**src/rtl/ex_mem_pipe_reg_pkg.sv**
```systemverilog
// ex_mem_pipe_reg_pkg: shared EX/MEM stage types, MEM control encodings and default widths
package ex_mem_pipe_reg_pkg;
  localparam int XLEN_D = 32;
  localparam int REG_AW_D = 5;
  typedef enum logic [1:0] {
    MC_NONE  = 2'b00,
    MC_LOAD  = 2'b01,
    MC_STORE = 2'b10
  } mem_ctrl_e;
  typedef struct packed {
    logic [XLEN_D-1:0]   alu;
    logic [XLEN_D-1:0]   rd2;
    logic [REG_AW_D-1:0] a3;
    logic [2:0]          funct3;
    logic                regwrite;
    mem_ctrl_e           mem_ctrl;
  } ex_mem_t;
endpackage

```
**src/rtl/pipe_skid_buf.sv**
```systemverilog
// pipe_skid_buf: valid/ready register with one skid entry; ready depends only on state
module pipe_skid_buf #(
  parameter int WIDTH = 8
) (
  input  logic             clk,
  input  logic             rst,
  input  logic             flush,
  input  logic             in_valid,
  output logic             in_ready,
  input  logic [WIDTH-1:0] in_data,
  output logic             out_valid,
  input  logic             out_ready,
  output logic [WIDTH-1:0] out_data
);
  logic             skid_valid;
  logic [WIDTH-1:0] skid_data;
  logic             accept, drain;
  assign in_ready = ~rst & ~skid_valid;
  assign accept = in_valid & in_ready;
  assign drain = out_valid & out_ready;
  always_ff @(posedge clk) begin
    if (rst) begin
      out_valid  <= 1'b0;
      skid_valid <= 1'b0;
      out_data   <= '0;
      skid_data  <= '0;
    end else if (flush) begin
      out_valid  <= 1'b0;
      skid_valid <= 1'b0;
    end else if (drain & skid_valid) begin
      out_data   <= skid_data;
      skid_valid <= 1'b0;
    end else if (accept & (~out_valid | drain)) begin
      out_valid <= 1'b1;
      out_data  <= in_data;
    end else if (accept) begin
      skid_valid <= 1'b1;
      skid_data  <= in_data;
    end else if (drain) begin
      out_valid <= 1'b0;
    end
  end
endmodule

```
**src/rtl/ex_mem_pipe_reg.sv**
```systemverilog
// ex_mem_pipe_reg: EX->MEM pipeline register with skid buffer, x0 suppression, bubble gating and stall counter
module ex_mem_pipe_reg
  import ex_mem_pipe_reg_pkg::*;
#(
  parameter int XLEN = XLEN_D,
  parameter int REG_AW = REG_AW_D,
  parameter int MEM_CTRL_W = 2,
  parameter int CNT_W = 16,
  parameter bit ZERO_REG_SUPPRESS = 1'b1
) (
  input  logic                  clk,
  input  logic                  rst,
  input  logic                  in_valid,
  output logic                  in_ready,
  input  logic [XLEN-1:0]       alu_in,
  input  logic [XLEN-1:0]       rd2_in,
  input  logic [REG_AW-1:0]     a3_in,
  input  logic [2:0]            funct3_in,
  input  logic                  regwrite_in,
  input  logic [MEM_CTRL_W-1:0] mem_ctrl_in,
  input  logic                  flush,
  output logic                  out_valid,
  input  logic                  out_ready,
  output logic [XLEN-1:0]       alu_out,
  output logic [XLEN-1:0]       rd2_out,
  output logic [REG_AW-1:0]     a3_out,
  output logic [2:0]            funct3_out,
  output logic                  regwrite_out,
  output logic [MEM_CTRL_W-1:0] mem_ctrl_out,
  output logic [CNT_W-1:0]      stall_cnt
);
  localparam int W = 2 * XLEN + REG_AW + 3 + 1 + MEM_CTRL_W;
  logic [W-1:0]          in_data, out_data;
  logic                  regwrite_cap, main_regwrite;
  logic [MEM_CTRL_W-1:0] main_mem_ctrl;
  // writes to x0 are architecturally void, so drop them before they enter the pipe
  assign regwrite_cap = regwrite_in & ~(ZERO_REG_SUPPRESS && a3_in == '0);
  assign in_data = {alu_in, rd2_in, a3_in, funct3_in, regwrite_cap, mem_ctrl_in};
  assign {alu_out, rd2_out, a3_out, funct3_out, main_regwrite, main_mem_ctrl} = out_data;
  pipe_skid_buf #(.WIDTH(W)) u_buf (
    .clk      (clk),
    .rst      (rst),
    .flush    (flush),
    .in_valid (in_valid),
    .in_ready (in_ready),
    .in_data  (in_data),
    .out_valid(out_valid),
    .out_ready(out_ready),
    .out_data (out_data)
  );
  assign regwrite_out = out_valid & main_regwrite;
  assign mem_ctrl_out = out_valid ? main_mem_ctrl : MEM_CTRL_W'(MC_NONE);
  always_ff @(posedge clk) begin
    if (rst) stall_cnt <= '0;
    else if (out_valid & ~out_ready & ~&stall_cnt) stall_cnt <= stall_cnt + 1'b1;
  end
endmodule
```
**config.mk**
```make
export PLATFORM = sky130hd
export DESIGN_NAME = ex_mem_pipe_reg
export DESIGN_NICKNAME = d
export VERILOG_FILES = /design/src/rtl/ex_mem_pipe_reg_pkg.sv /design/src/rtl/pipe_skid_buf.sv /design/src/rtl/ex_mem_pipe_reg.sv
export SDC_FILE = /design/constraint.sdc
export NUM_CORES = 1
export LEC_CHECK = 0
export BUFFER_PORTS_ARGS = -buffer_cell sky130_fd_sc_hd__buf_2
export CORE_MARGIN = 1
export CORE_UTILIZATION = 28
export CTS_BUF_LIST = sky130_fd_sc_hd__clkbuf_16
export DETAILED_ROUTE_END_ITERATION = 16
export HOLD_SLACK_MARGIN = 0.03
export SLEW_MARGIN = 20
export SYNTH_ARGS = -nofsm -noshare
export SYNTH_HDL_FRONTEND = slang
export SYNTH_HIERARCHICAL = 1
export SYNTH_SLANG_ARGS = --single-unit
```
**constraint.sdc**
```tcl
create_clock -name clk -period 2.86 [get_ports clk]
set_input_delay 0.143 -clock clk [delete_from_list [all_inputs] [get_ports clk]]
set_output_delay 0.143 -clock clk [all_outputs]
set_load 0.02 [all_outputs]
```
# After elaboration in Yosys (flattened, before gate mapping)
# Index checks and enable logic that the tools add are counted.
# totals
output_inout_bits	93
reg_bits	168
# op_classes
addsub	1
n_reduce_logical	11
n_eq_ne	1
bitwise_logic	18
mux	6
# ops
operator	count
75-bit two-way mux	2
16-bit by 1-bit adder with 16-bit output (second input constant)	1
16-bit AND reduction	1
1-bit bitwise AND	9
1-bit inverter	8
5-bit zero test	1
2-bit AND reduction	2
4-bit AND reduction	1
2-bit nonzero test	2
1-bit two-way mux	3
3-bit AND reduction	1
3-bit OR reduction	1
2-bit two-way mux	1
2-bit inequality test (second input constant)	1
2-bit OR reduction	1
1-bit zero test	1
1-bit OR	1

# Logic depth before layout (Yosys ltp)
# Gate-level depths: netlist of run 1.
# logic_depth
ltp_word	6
depth_mapped	6

# By module
# The synthesis of run 1 kept the hierarchy.
# modules_own_cells
mod	cells_per_inst	n_inst	area_per_inst_um2
pipe_skid_buf	675	1	5935.7
ex_mem_pipe_reg	105	1	913.4

# Least setup slack after synthesis of run 1
# Ideal clock, no wire load.
# synth_timing
kind	reg-to-reg
start	reg u_buf.out_valid
end	reg u_buf.skid_data[65]
path_stages_with_launch	7
path_slack_ps	1014
synth_period_minus_slack_ps	1846
setup_time_ps	132
t_arrival_ps	1713
required_time_ps	2728
cell_sequence	dfxtp_1 > nand2b_1 > or4_1 > clkbuf_1 > clkbuf_1 > nand2_1 > a21oi_1
# synth_between
elab_chain_len	5
# synth_lines
item	line	rtl
from (decl)	pipe_skid_buf.sv:11	output logic out_valid,
from (signal assigned)	pipe_skid_buf.sv:23	out_valid <= 1'b0;
from (signal assigned)	pipe_skid_buf.sv:28	out_valid <= 1'b0;
from (signal assigned)	pipe_skid_buf.sv:34	out_valid <= 1'b1;
1-bit bitwise AND or 1-bit inverter (tied branches)	pipe_skid_buf.sv:20, pipe_skid_buf.sv:33	
1-bit OR	pipe_skid_buf.sv:33	end else if (accept & (~out_valid | drain)) begin
1-bit bitwise AND	pipe_skid_buf.sv:33	
1-bit inverter (no line)	n/a	
4-bit AND reduction (no line) *	n/a	
to (signal assigned)	pipe_skid_buf.sv:38	skid_data <= in_data;
to (decl)	pipe_skid_buf.sv:16	logic [WIDTH-1:0] skid_data;
# Mark *: on every way between the ends. The rest lies on a longest branch, timed or not.
# A chain may end at the register's enable or synchronous reset.

# Worst setup path in the final report of run 1
# layout_timing
start	reg u_buf.skid_valid
end	reg u_buf.out_data[74]
# layout_between
elab_chain_len	6
# layout_lines
item	line	rtl
from (decl)	pipe_skid_buf.sv:15	logic skid_valid;
from (signal assigned)	pipe_skid_buf.sv:24	skid_valid <= 1'b0;
from (signal assigned)	pipe_skid_buf.sv:29	skid_valid <= 1'b0;
from (signal assigned)	pipe_skid_buf.sv:32	skid_valid <= 1'b0;
1-bit inverter	pipe_skid_buf.sv:18	assign in_ready = ~rst & ~skid_valid;
1-bit bitwise AND	pipe_skid_buf.sv:18	
1-bit bitwise AND	pipe_skid_buf.sv:19	assign accept = in_valid & in_ready;
1-bit bitwise AND	pipe_skid_buf.sv:33	
2-bit nonzero test (no line)	n/a	
2-bit AND reduction (no line)	n/a	
to (signal assigned)	pipe_skid_buf.sv:31	out_data <= skid_data;
to (signal assigned)	pipe_skid_buf.sv:35	out_data <= in_data;
to (decl)	pipe_skid_buf.sv:13	output logic [WIDTH-1:0] out_data
# Several ways; a longest one is shown, not always the timed one.

==> metrics.csv, run 1 <==
stage,metric,value,unit
clocking,"Clk Latency, worst-skew pair",0.42,ns
floorplanning,Die Span X,158,microns
layout,Nets,1076,
clocking,htree depth,4,
clocking,CTS tree,yes,
synthesis,commonest register cell after synthesis,dfxtp_1,
setup_path,worst-path fanout max,22,
hold_path,worst hold stages,3,
power,switch share,24.1,%
layout,"Design Area, Final",0.00934,sq mm
setup_path,"slowest stage delay, CP",0.67,ns
setup_path,critical setup path kind,reg2reg,
setup_path,RR Endpoint,u_buf/out_data[74]$_SDFFE_PP0P_,
global_route,largest net degree at the start of global routing,126,
floorplanning,die height,158,microns
hold_path,Hold Path End,u_buf/skid_valid$_SDFFE_PP0P_,
setup_path,reg-to-reg setup timing slack,0.77,ns
synthesis,cell area after synthesis,0.00685,sq mm
placement,Post-Place Cells,1220,
power,sequential power share,46.5,%
synthesis,post-synth top area cell,dfxtp_1,
routing,remaining antenna violation count,0,
hold_path,HP Class,in2reg,
placement,buffers added on ports,172,
floorplanning,Die ar.,0.0251,sq mm
routing,routed len/inst,13.9,microns
clocking,Resized Gates After CTS,0,
run,max-capacitance violation count,0,
setup_path,"Max stage delay cell, worst path",a221oi_4,
clocking,"Reg clk slew, reported paths",0.07,ns
floorplanning,initial core utilization,28.8,%
global_route,gr usage total,14.7,%
clocking,clock sinks,168,
setup_path,crit start category,flip-flop,
placement,Detailed Place HPWL,11.4,mm
setup_path,Worst Setup End Kind,flip-flop,
synthesis,"count leader, synth",dfxtp_1,
timing,Setup Total Neg Slack,0,ns
clocking,CTS Buf Count,17,
routing,router iterations before antenna repair,4,
routing,routed via count,6083,
timing,max-slew headroom at the worst pin,42.4,%
timing,fraction of the cycle the final worst path needs,73.2,%
timing,Worst Skew,0.00623,ns
clocking,clock buffer depth,2,
layout,Finished Layout Cells,1327,
floorplanning,core area,0.0238,sq mm
floorplanning,IO Count,173,
synthesis,average size of a mapped cell,8.78,sq um
routing,Initial DRC Count,332,
placement,RD Place Congestion,0.789,
hold_path,hold_sp,in_valid,
routing,Vias/cell,4.58,
timing,"Hold Vio Cnt, Final",0,
power,Power Density,561,mW/mm^2
timing,RSZ-0062 raised after global routing,no,
timing,Tmin final,2.09,ns
timing,"Setup violations, final",0,
setup_path,crit-path cells,or2_1 > a221oi_4 > buf_4 > nor2_1 > a211oi_1,
power,worst vdd ir,0.000319,V
layout,fin util,39.3,%
power,Comb power frac,9.9,%
synthesis,top post-synthesis cells by area,"dfxtp_1 49%, mux2i_1 11%, nand2_1 8.7%",
floorplanning,# rows,56,
routing,Residual DRC,0,
power,P_leak,4.13,nW
setup_path,critical path arrival,2.42,ns
clocking,CTS root buffer,clkbuf_16,
synthesis,Post-Synthesis Cells,780,
power,Clk pwr share,43.6,%
synthesis,Synth cell types,43,
layout,fraction of layout cells with a size suffix above 1,21.8,%
setup_path,Required @ worst endpoint,3.19,ns
layout,Layout area overhead,36.4,%
placement,Placed Area,0.00802,sq mm
global_route,global-route wire length before repair,28.8,mm
timing,Worst-Margin Slew,0.864,ns
global_route,GR Overflow Total,0,
synthesis,Commonest cells post-synth,"168 x dfxtp_1, 159 x nand2_1, 86 x a21oi_1",
power,P_int,3.98,mW
timing,Max Slew Vio Count,0,
synthesis,"Seq/Total Area, Yosys",49.1,%
synthesis,Post-synth EDFFs,0,
timing,fmax,478,MHz
global_route,vias in the first global route,5542,
setup_path,worst reg-to-reg path cell count,5,
synthesis,Synth Warn #,6,
synthesis,Post-synth ARST share,0,%
routing,final wirelength,18.4,mm
synthesis,syn nets,861,
synthesis,area share of the largest cell type after synthesis,49.1,%
power,sw power,1.26,mW
global_route,initial antenna violation count,1,
synthesis,"FF+latch count, synth",168,
setup_path,r2r startpoint,u_buf/skid_valid$_SDFFE_PP0P_,
run_status,status,"complete, no violations",
[metrics by stage]
step	hold WS, ns	power (mW)	setup WS (ns)
3_5_place_dp	0.404	2.94	0.723
4_1_cts	0.0406	5.35	0.699
3_3_place_gp	0.397	2.93	0.781
6_report	0.0872	5.25	0.766
5_1_grt	0.0910	5.49	0.600
2_1_floorplan	0.221	2.75	1.01
[power groups by stage]
stage	combinational, mW	sequential (mW)	clock [mW]
finish	0.518	2.44	2.29
global route	0.569	2.45	2.47
CTS	0.522	2.44	2.38
detailed placement	0.442	2.49	0
global placement	0.439	2.49	0
floorplan	0.183	2.56	0
[worst max-delay path, delay by kind of cell (launching register included)]
family                 cells  cell delay [ns]
buffers and inverters      1             0.37
flip-flops                 1             0.38
AND/OR/NAND/NOR            2             0.35
AO/OA/AOI/OAI              2             0.90
[layout make-up]
cell class | instances | area, sq um
antenna | 1 | 2.50
clock buffer | 17 | 425
clock inverter | 14 | 144
fill | 2421 | 14400
inverter | 5 | 18.8
multi-input combinational | 546 | 3220
sequential | 168 | 3360
tap | 319 | 399
timing repair buffer | 257 | 1770
[cells in the final DEF (no fill, tap or decap), types with 2 or more instances in the layout]
cell / synthesis / routed
clkbuf_16: 0 / 17
dlygate4sd3_1: 0 / 75
nor2_1: 84 / 84
dfxtp_1: 168 / 168
nand2_1: 159 / 159
nand4_4: 2 / 2
bufinv_16: 0 / 3
a21oi_1: 86 / 86
a211oi_1: 76 / 76
or3_1: 3 / 3
mux2i_1: 76 / 76
clkinv_1: 0 / 3
o2111ai_1: 2 / 2
o31ai_1: 4 / 4
inv_1: 5 / 9
buf_2: 25 / 171
or4_1: 4 / 3
clkinvlp_4: 0 / 3
nand4_1: 2 / 2
nor3_1: 6 / 6
and2_1: 5 / 5
nand2b_1: 5 / 5
and4_1: 2 / 2
nor2b_1: 2 / 2
buf_4: 4 / 4
or2_2: 2 / 2
buf_12: 0 / 6
o21ai_0: 4 / 4
nand3_1: 4 / 3
[cell families (layout without fill, tap and decap cells)]
kind of cell,Yosys count,count (layout),synth area share [%]
compound gates,178,178,16.5
xor+xnor,1,1,0.128
fa+ha+maj,1,1,0.183
buf+inv,66,293,4.29
flops,168,168,49.1
mux,78,78,11.5
other cells,0,1,0
simple gates,288,288,18.3
[layer usage]
metal	track usage [%]	wire length (microns)	part of all wire [%]	vias to the layer above
met5	0	0	0	-
met4	5.72	395	2.1	0
met3	3.67	675	3.7	24
met2	24.2	8760	47	115
met1	18.4	8610	47	2796
li1	-	-	-	3148
[registers in the layout, indices dropped and copies added (netlist names)]
name / cells
u_buf/out_valid: 1
u_buf/skid_valid: 1
u_buf/out_data: 75
stall_cnt: 16
u_buf/skid_data: 75
[how the worst max path moves through the flow]
stage	start	end	slack, ns	depth (start not counted)
after global routing	u_buf/skid_valid$_SDFFE_PP0P_	u_buf/out_data[67]$_SDFFE_PP0P_	0.60	5
final	u_buf/skid_valid$_SDFFE_PP0P_	u_buf/out_data[74]$_SDFFE_PP0P_	0.77	5
after global placement	u_buf/skid_valid$_SDFFE_PP0P_	u_buf/out_data[70]$_SDFFE_PP0P_	0.78	5
after CTS	u_buf/skid_valid$_SDFFE_PP0P_	u_buf/out_data[74]$_SDFFE_PP0P_	0.70	5
after detailed placement	u_buf/skid_valid$_SDFFE_PP0P_	u_buf/out_data[74]$_SDFFE_PP0P_	0.72	5
after floorplan	u_buf/out_valid$_SDFFE_PP0P_	u_buf/skid_data[65]$_SDFFE_PP0P_	1.01	6
[repair_timing]
| action | in CTS | in global routing |
|---|---|---|
| hold buffers | 75 | 0 |
| buffers inserted | 0 | 0 |
| hold endpoints to repair | 76 | 0 |
Note: power is estimated with default switching activity, not from simulation.
==> inputs of run 2 (changes only) <==
- clock period: 2.86 -> 2 ns (I/O delays scaled with it)
==> run 2 against run 1 <==
Power is 40% higher. Clock skew is 0.0051 ns higher. Core utilization is 0.64 points higher. Sequential share of layout area is 0.57 points lower. First-iteration DRC count is 23% higher. Setup slack worse by 0.59 ns. Cell area is 1.6% higher. Hold slack worse by 0.039 ns. Critical path type unchanged.
==> metrics.csv, run 2 (synthesis gave the netlist of run 1 again) <==
stage,metric,value,unit
routing,Residual DRC,0,
timing,Worst Skew,0.0113,ns
clocking,CTS tree,yes,
power,switch share,25.3,%
power,sequential power share,47.6,%
routing,routed via count,6185,
setup_path,critical setup path kind,reg2reg,
setup_path,critical path arrival,2.09,ns
clocking,clock buffer depth,2,
layout,"Design Area, Final",0.00950,sq mm
layout,Nets,1090,
layout,Top Registers,"u_buf/out_data (75), u_buf/skid_data (75), stall_cnt (16)",
clocking,CTS Buf Count,17,
setup_path,r2r startpoint,u_buf/skid_valid$_SDFFE_PP0P_,
routing,Vias/cell,4.61,
global_route,initial antenna violation count,0,
timing,Setup Total Neg Slack,0,ns
timing,Max Slew Vio Count,0,
power,Clk pwr share,41.9,%
floorplanning,Die ar.,0.0251,sq mm
power,Comb power frac,10.5,%
layout,"commonest non-fill, non-tap cell in the layout",buf_2,
setup_path,Worst Setup End Kind,flip-flop,
setup_path,crit-path cells,nand2b_1 > or4_2 > buf_12 > nand2_1 > a21oi_1,
layout,most frequent cells in the layout,"171 x buf_2, 167 x dfxtp_1, 159 x nand2_1",
setup_path,"Max stage delay cell, worst path",or4_2,
placement,buffers added on ports,172,
setup_path,RR Endpoint,u_buf/skid_data[21]$_SDFFE_PP0P_,
timing,fmax,547,MHz
timing,Worst-Margin Slew,1.09,ns
global_route,vias in the first global route,5669,
global_route,global-route wire length before repair,29.2,mm
clocking,htree depth,4,
timing,"Setup violations, final",0,
power,P_int,5.48,mW
clocking,clock sinks,168,
placement,Placed Area,0.00818,sq mm
setup_path,crit start category,flip-flop,
timing,max-slew headroom at the worst pin,27.4,%
layout,Layout area overhead,38.7,%
placement,RD Place Congestion,0.748,
placement,Post-Place Cells,1231,
setup_path,"slowest stage delay, CP",0.64,ns
clocking,"Clk Latency, worst-skew pair",0.42,ns
hold_path,HP Class,in2reg,
layout,Finished Layout Cells,1341,
clocking,"Reg clk slew, reported paths",0.06,ns
placement,Detailed Place HPWL,11.8,mm
hold_path,Hold Path End,u_buf/skid_valid$_SDFFE_PP0P_,
routing,routed len/inst,13.9,microns
clocking,post-CTS setup buffer count,0,
timing,Tmin final,1.83,ns
global_route,gr usage total,14.9,%
global_route,GR Overflow Total,0,
run,max-capacitance violation count,0,
timing,fraction of the cycle the final worst path needs,91.4,%
floorplanning,die height,158,microns
power,worst vdd ir,0.000552,V
routing,router iterations before antenna repair,4,
run_status,status,"complete, no violations",
hold_path,worst hold stages,2,
timing,"Hold Vio Cnt, Final",0,
floorplanning,IO Count,173,
floorplanning,core area,0.0238,sq mm
floorplanning,initial core utilization,28.8,%
global_route,largest net degree at the start of global routing,98,
power,Power Density,772,mW/mm^2
floorplanning,Die Span X,158,microns
routing,Initial DRC Count,408,
power,P_leak,4.20,nW
setup_path,worst reg-to-reg path cell count,5,
layout,n_diodes,0,
floorplanning,# rows,56,
hold_path,hold_sp,out_ready,
setup_path,reg-to-reg setup timing slack,0.17,ns
timing,RSZ-0062 raised after global routing,no,
clocking,CTS root buffer,clkbuf_16,
setup_path,Required @ worst endpoint,2.26,ns
setup_path,worst-path fanout max,42,
power,sw power,1.85,mW
layout,fraction of layout cells with a size suffix above 1,23.0,%
routing,final wirelength,18.6,mm
routing,remaining antenna violation count,0,
run 2: cell types whose count changed in the layout (fill, tap and decap cells not counted), sizes merged, moves of 2 or more:
cell         change
buf             +11
clkinv           +7
dlygate4sd3      +3
inv              -3
bufinv           -2
run 2: timing repair:
item                                    4_1_cts  5_1_grt
endpoints found under the setup margin        0        3
hold endpoints to repair                    130        0
gates resized for setup                       0        1
hold buffers                                 78        0
run 2: final cells by class:
class | count | area [sq um]
multi-input cells | 546 | 3220
well taps | 319 | 399
clock inverters | 15 | 110
inverters | 5 | 18.8
clock buffers | 17 | 425
fillers | 2404 | 14300
repair buffers | 271 | 1960
flip-flops and latches | 168 | 3360
run 2: routing by layer:
| metal | global-route usage (%) | share of wire, % | wire length, microns |
|---|---|---|---|
| met5 | 0 | 0 | 0 |
| met4 | 5.45 | 1.5 | 273 |
| met3 | 3.48 | 4.2 | 773 |
| met2 | 24.2 | 48 | 8990 |
| met1 | 19.1 | 46 | 8570 |
run 2: through the flow:
stage / utilization (%) / hold WS (ns) / total power [mW] / worst slack (ns)
floorplan: - / 0.178 / 3.93 / 0.154
global placement: 34.4 / 0.353 / 4.21 / 0.223
detailed placement: 34.4 / 0.358 / 4.22 / 0.138
CTS: 40.0 / 0.0338 / 7.45 / 0.111
global route: 40.0 / 0.0625 / 7.68 / 0.0606
finish: 40.0 / 0.0477 / 7.33 / 0.172
run 2: worst max-delay path by stage:
stage | end | slack [ns] | cells past startpoint | startpoint
after floorplan | u_buf/skid_data[65]$_SDFFE_PP0P_ | 0.15 | 6 | u_buf/out_valid$_SDFFE_PP0P_
after global placement | u_buf/out_data[47]$_SDFFE_PP0P_ | 0.22 | 7 | u_buf/out_valid$_SDFFE_PP0P_
after detailed placement | u_buf/out_data[2]$_SDFFE_PP0P_ | 0.14 | 7 | u_buf/out_valid$_SDFFE_PP0P_
after CTS | u_buf/out_data[48]$_SDFFE_PP0P_ | 0.11 | 7 | u_buf/out_valid$_SDFFE_PP0P_
after global routing | u_buf/out_data[4]$_SDFFE_PP0P_ | 0.06 | 6 | u_buf/skid_valid$_SDFFE_PP0P_
final | u_buf/skid_data[21]$_SDFFE_PP0P_ | 0.17 | 5 | u_buf/skid_valid$_SDFFE_PP0P_
run 2: power by group through the flow:
stage / clock network [mW] / registers, mW / logic (mW)
floorplan: 0 / 3.67 / 0.261
global placement: 0 / 3.57 / 0.642
detailed placement: 0 / 3.57 / 0.648
CTS: 3.19 / 3.49 / 0.769
global route: 3.34 / 3.50 / 0.836
finish: 3.07 / 3.49 / 0.766
run 2: worst max-delay path, delay by kind of cell, from the launching register on:
family | cells | cell delay [ns]
DFF | 1 | 0.38
AOI/OAI and AO/OA | 1 | 0.08
buffers and inverters | 1 | 0.22
and+or+nand+nor | 3 | 0.96
==> inputs of run 3 (changes only) <==
- clock period: 2 -> 1.79 ns (I/O delays scaled with it)
==> run 3 against run 2 <==
Power is 16% higher. Die area stayed put. First-iteration DRC count is 41% lower. Clock power is 21% higher. Setup slack worse by 0.089 ns. Sequential share of layout area is 0.46 points lower. Largest power group unchanged. Highest routed layer unchanged.
==> metrics.csv, run 3 (synthesis gave the netlist of run 1 again) <==
stage,metric,value,unit
run_status,status,"complete, no violations",
setup_path,Required @ worst endpoint,2.12,ns
setup_path,critical setup path kind,reg2reg,
layout,"commonest non-fill, non-tap cell in the layout",buf_2,
routing,Initial DRC Count,240,
setup_path,worst-path fanout max,24,
setup_path,r2r startpoint,u_buf/skid_valid$_SDFFE_PP0P_,
clocking,"Clk Latency, worst-skew pair",0.43,ns
clocking,htree depth,4,
floorplanning,# rows,56,
floorplanning,Die ar.,0.0251,sq mm
run,max-capacitance violation count,0,
timing,Worst Skew,0.0110,ns
layout,most frequent cells in the layout,"171 x buf_2, 167 x dfxtp_1, 159 x nand2_1",
clocking,clock buffer depth,2,
timing,"Hold Vio Cnt, Final",0,
placement,Post-Place Cells,1233,
layout,fraction of layout cells with a size suffix above 1,24.1,%
routing,routed via count,6198,
floorplanning,initial core utilization,28.8,%
timing,max-slew headroom at the worst pin,57.8,%
timing,RSZ-0062 raised after global routing,yes,
power,Power Density,883,mW/mm^2
clocking,clock sinks,168,
floorplanning,core area,0.0238,sq mm
clocking,CTS tree,yes,
clocking,"Reg clk slew, reported paths",0.07,ns
routing,Residual DRC,0,
layout,Nets,1095,
setup_path,CP Launch Point,u_buf/skid_valid$_SDFFE_PP0P_,
floorplanning,IO Count,173,
timing,Max Slew Vio Count,0,
floorplanning,die height,158,microns
placement,dpl ws,0.0401,ns
layout,Layout area overhead,40.5,%
setup_path,critical path arrival,2.03,ns
routing,routed len/inst,14.2,microns
global_route,GR Overflow Total,0,
timing,Tmin final,1.71,ns
placement,Detailed Place HPWL,11.6,mm
routing,Vias/cell,4.60,
layout,Fill cells,2345,
power,P_leak,4.27,nW
routing,final wirelength,19.1,mm
global_route,global-route wire length before repair,28.8,mm
timing,"Setup violations, final",0,
clocking,CTS Buf Count,17,
power,Final Total Pwr,8.49,mW
placement,buffers added on ports,172,
global_route,vias in the first global route,5708,
placement,RD Place Congestion,0.731,
routing,remaining antenna violation count,0,
hold_path,hold_sp,out_ready,
timing,Worst Slack Setup Final,0.0833,ns
global_route,initial antenna violation count,1,
layout,Finished Layout Cells,1347,
global_route,largest net degree at the start of global routing,142,
clocking,CTS root buffer,clkbuf_16,
timing,fmax,586,MHz
routing,router iterations before antenna repair,4,
setup_path,Worst Setup End Kind,flip-flop,
hold_path,HP Class,in2reg,
setup_path,crit start category,flip-flop,
timing,Worst-Margin Slew,0.633,ns
floorplanning,Die Span X,158,microns
global_route,gr usage total,14.7,%
power,worst vdd ir,0.000524,V
layout,Top Registers,"u_buf/out_data (75), u_buf/skid_data (75), stall_cnt (16)",
timing,fraction of the cycle the final worst path needs,95.3,%
## run 3: changes by cell type in the layout (fill, tap and decap cells not counted), sizes merged
cell / before / now
dlygate4sd3: 78 / 77
diode: 0 / 1
bufinv: 1 / 2
clkbuf: 17 / 18
inv: 6 / 11
clkinvlp: 2 / 3
buf: 193 / 197
clkinv: 11 / 4
bufbuf: 0 / 1
## run 3: per-stage QoR
step / setup TNS (ns) / hold slack [ns] / util, % / instance area [sq um]
floorplan: 0 / 0.161 / - / 6850
global placement: 0 / 0.342 / 34.4 / 8170
detailed placement: 0 / 0.348 / 34.4 / 8170
CTS: 0 / 0.0441 / 40.1 / 9530
global route: -0.106 / 0.0952 / 40.5 / 9620
finish: 0 / 0.0697 / 40.5 / 9620
## run 3: layout make-up
type | count | area (sq um) | area share (%)
Clock inverter | 15 | 165 | 1.72
Sequential cell | 168 | 3360 | 35.0
Tap cell | 319 | 399 | 4.15
Timing Repair Buffer | 276 | 2000 | 20.8
Antenna cell | 1 | 2.50 | 0.0260
Multi-Input combinational cell | 546 | 3240 | 33.7
Inverter | 5 | 18.8 | 0.195
Clock buffer | 17 | 425 | 4.42
## run 3: path summary, 6_finish.rpt
check,slack (ns),depth (start not counted),to
worst max-delay path,0.08,6,u_buf/out_data[65]$_SDFFE_PP0P_
worst min-delay path,0.07,3,u_buf/skid_valid$_SDFFE_PP0P_
worst max register to register,0.08,6,u_buf/out_data[65]$_SDFFE_PP0P_
worst min register to register,0.45,2,u_buf/skid_data[27]$_SDFFE_PP0P_
## run 3: critical path: stages, from the launching register on
cell      delay, ns
dfxtp_1        0.36
or2_1          0.27
a221oi_4       0.35
buf_6          0.18
buf_12         0.16
nor2_1         0.05
a211oi_1       0.24
## run 3: power by group
group,internal [mW],leakage (nW),switching (mW)
Clock,2.09,0.283,1.65
Combinational,0.389,2.62,0.469
Sequential,3.84,1.36,0.0584
Total,6.32,4.27,2.17
## run 3: what timing repair did
action	in CTS	in global routing
endpoints found under the hold margin	144	0
resized for setup	0	9
hold buffers	77	0
buffers inserted	0	2
endpoints found under the setup margin	0	66
## run 3: per-layer routing
| layer | wire, microns | global-route usage (%) | vias up |
|---|---|---|---|
| met2 | 9280 | 24.4 | 122 |
| li1 | - | - | 3183 |
| met3 | 734 | 3.40 | 27 |
| met1 | 8720 | 18.5 | 2866 |
| met4 | 391 | 5.91 | 0 |
| met5 | 0 | 0 | - |
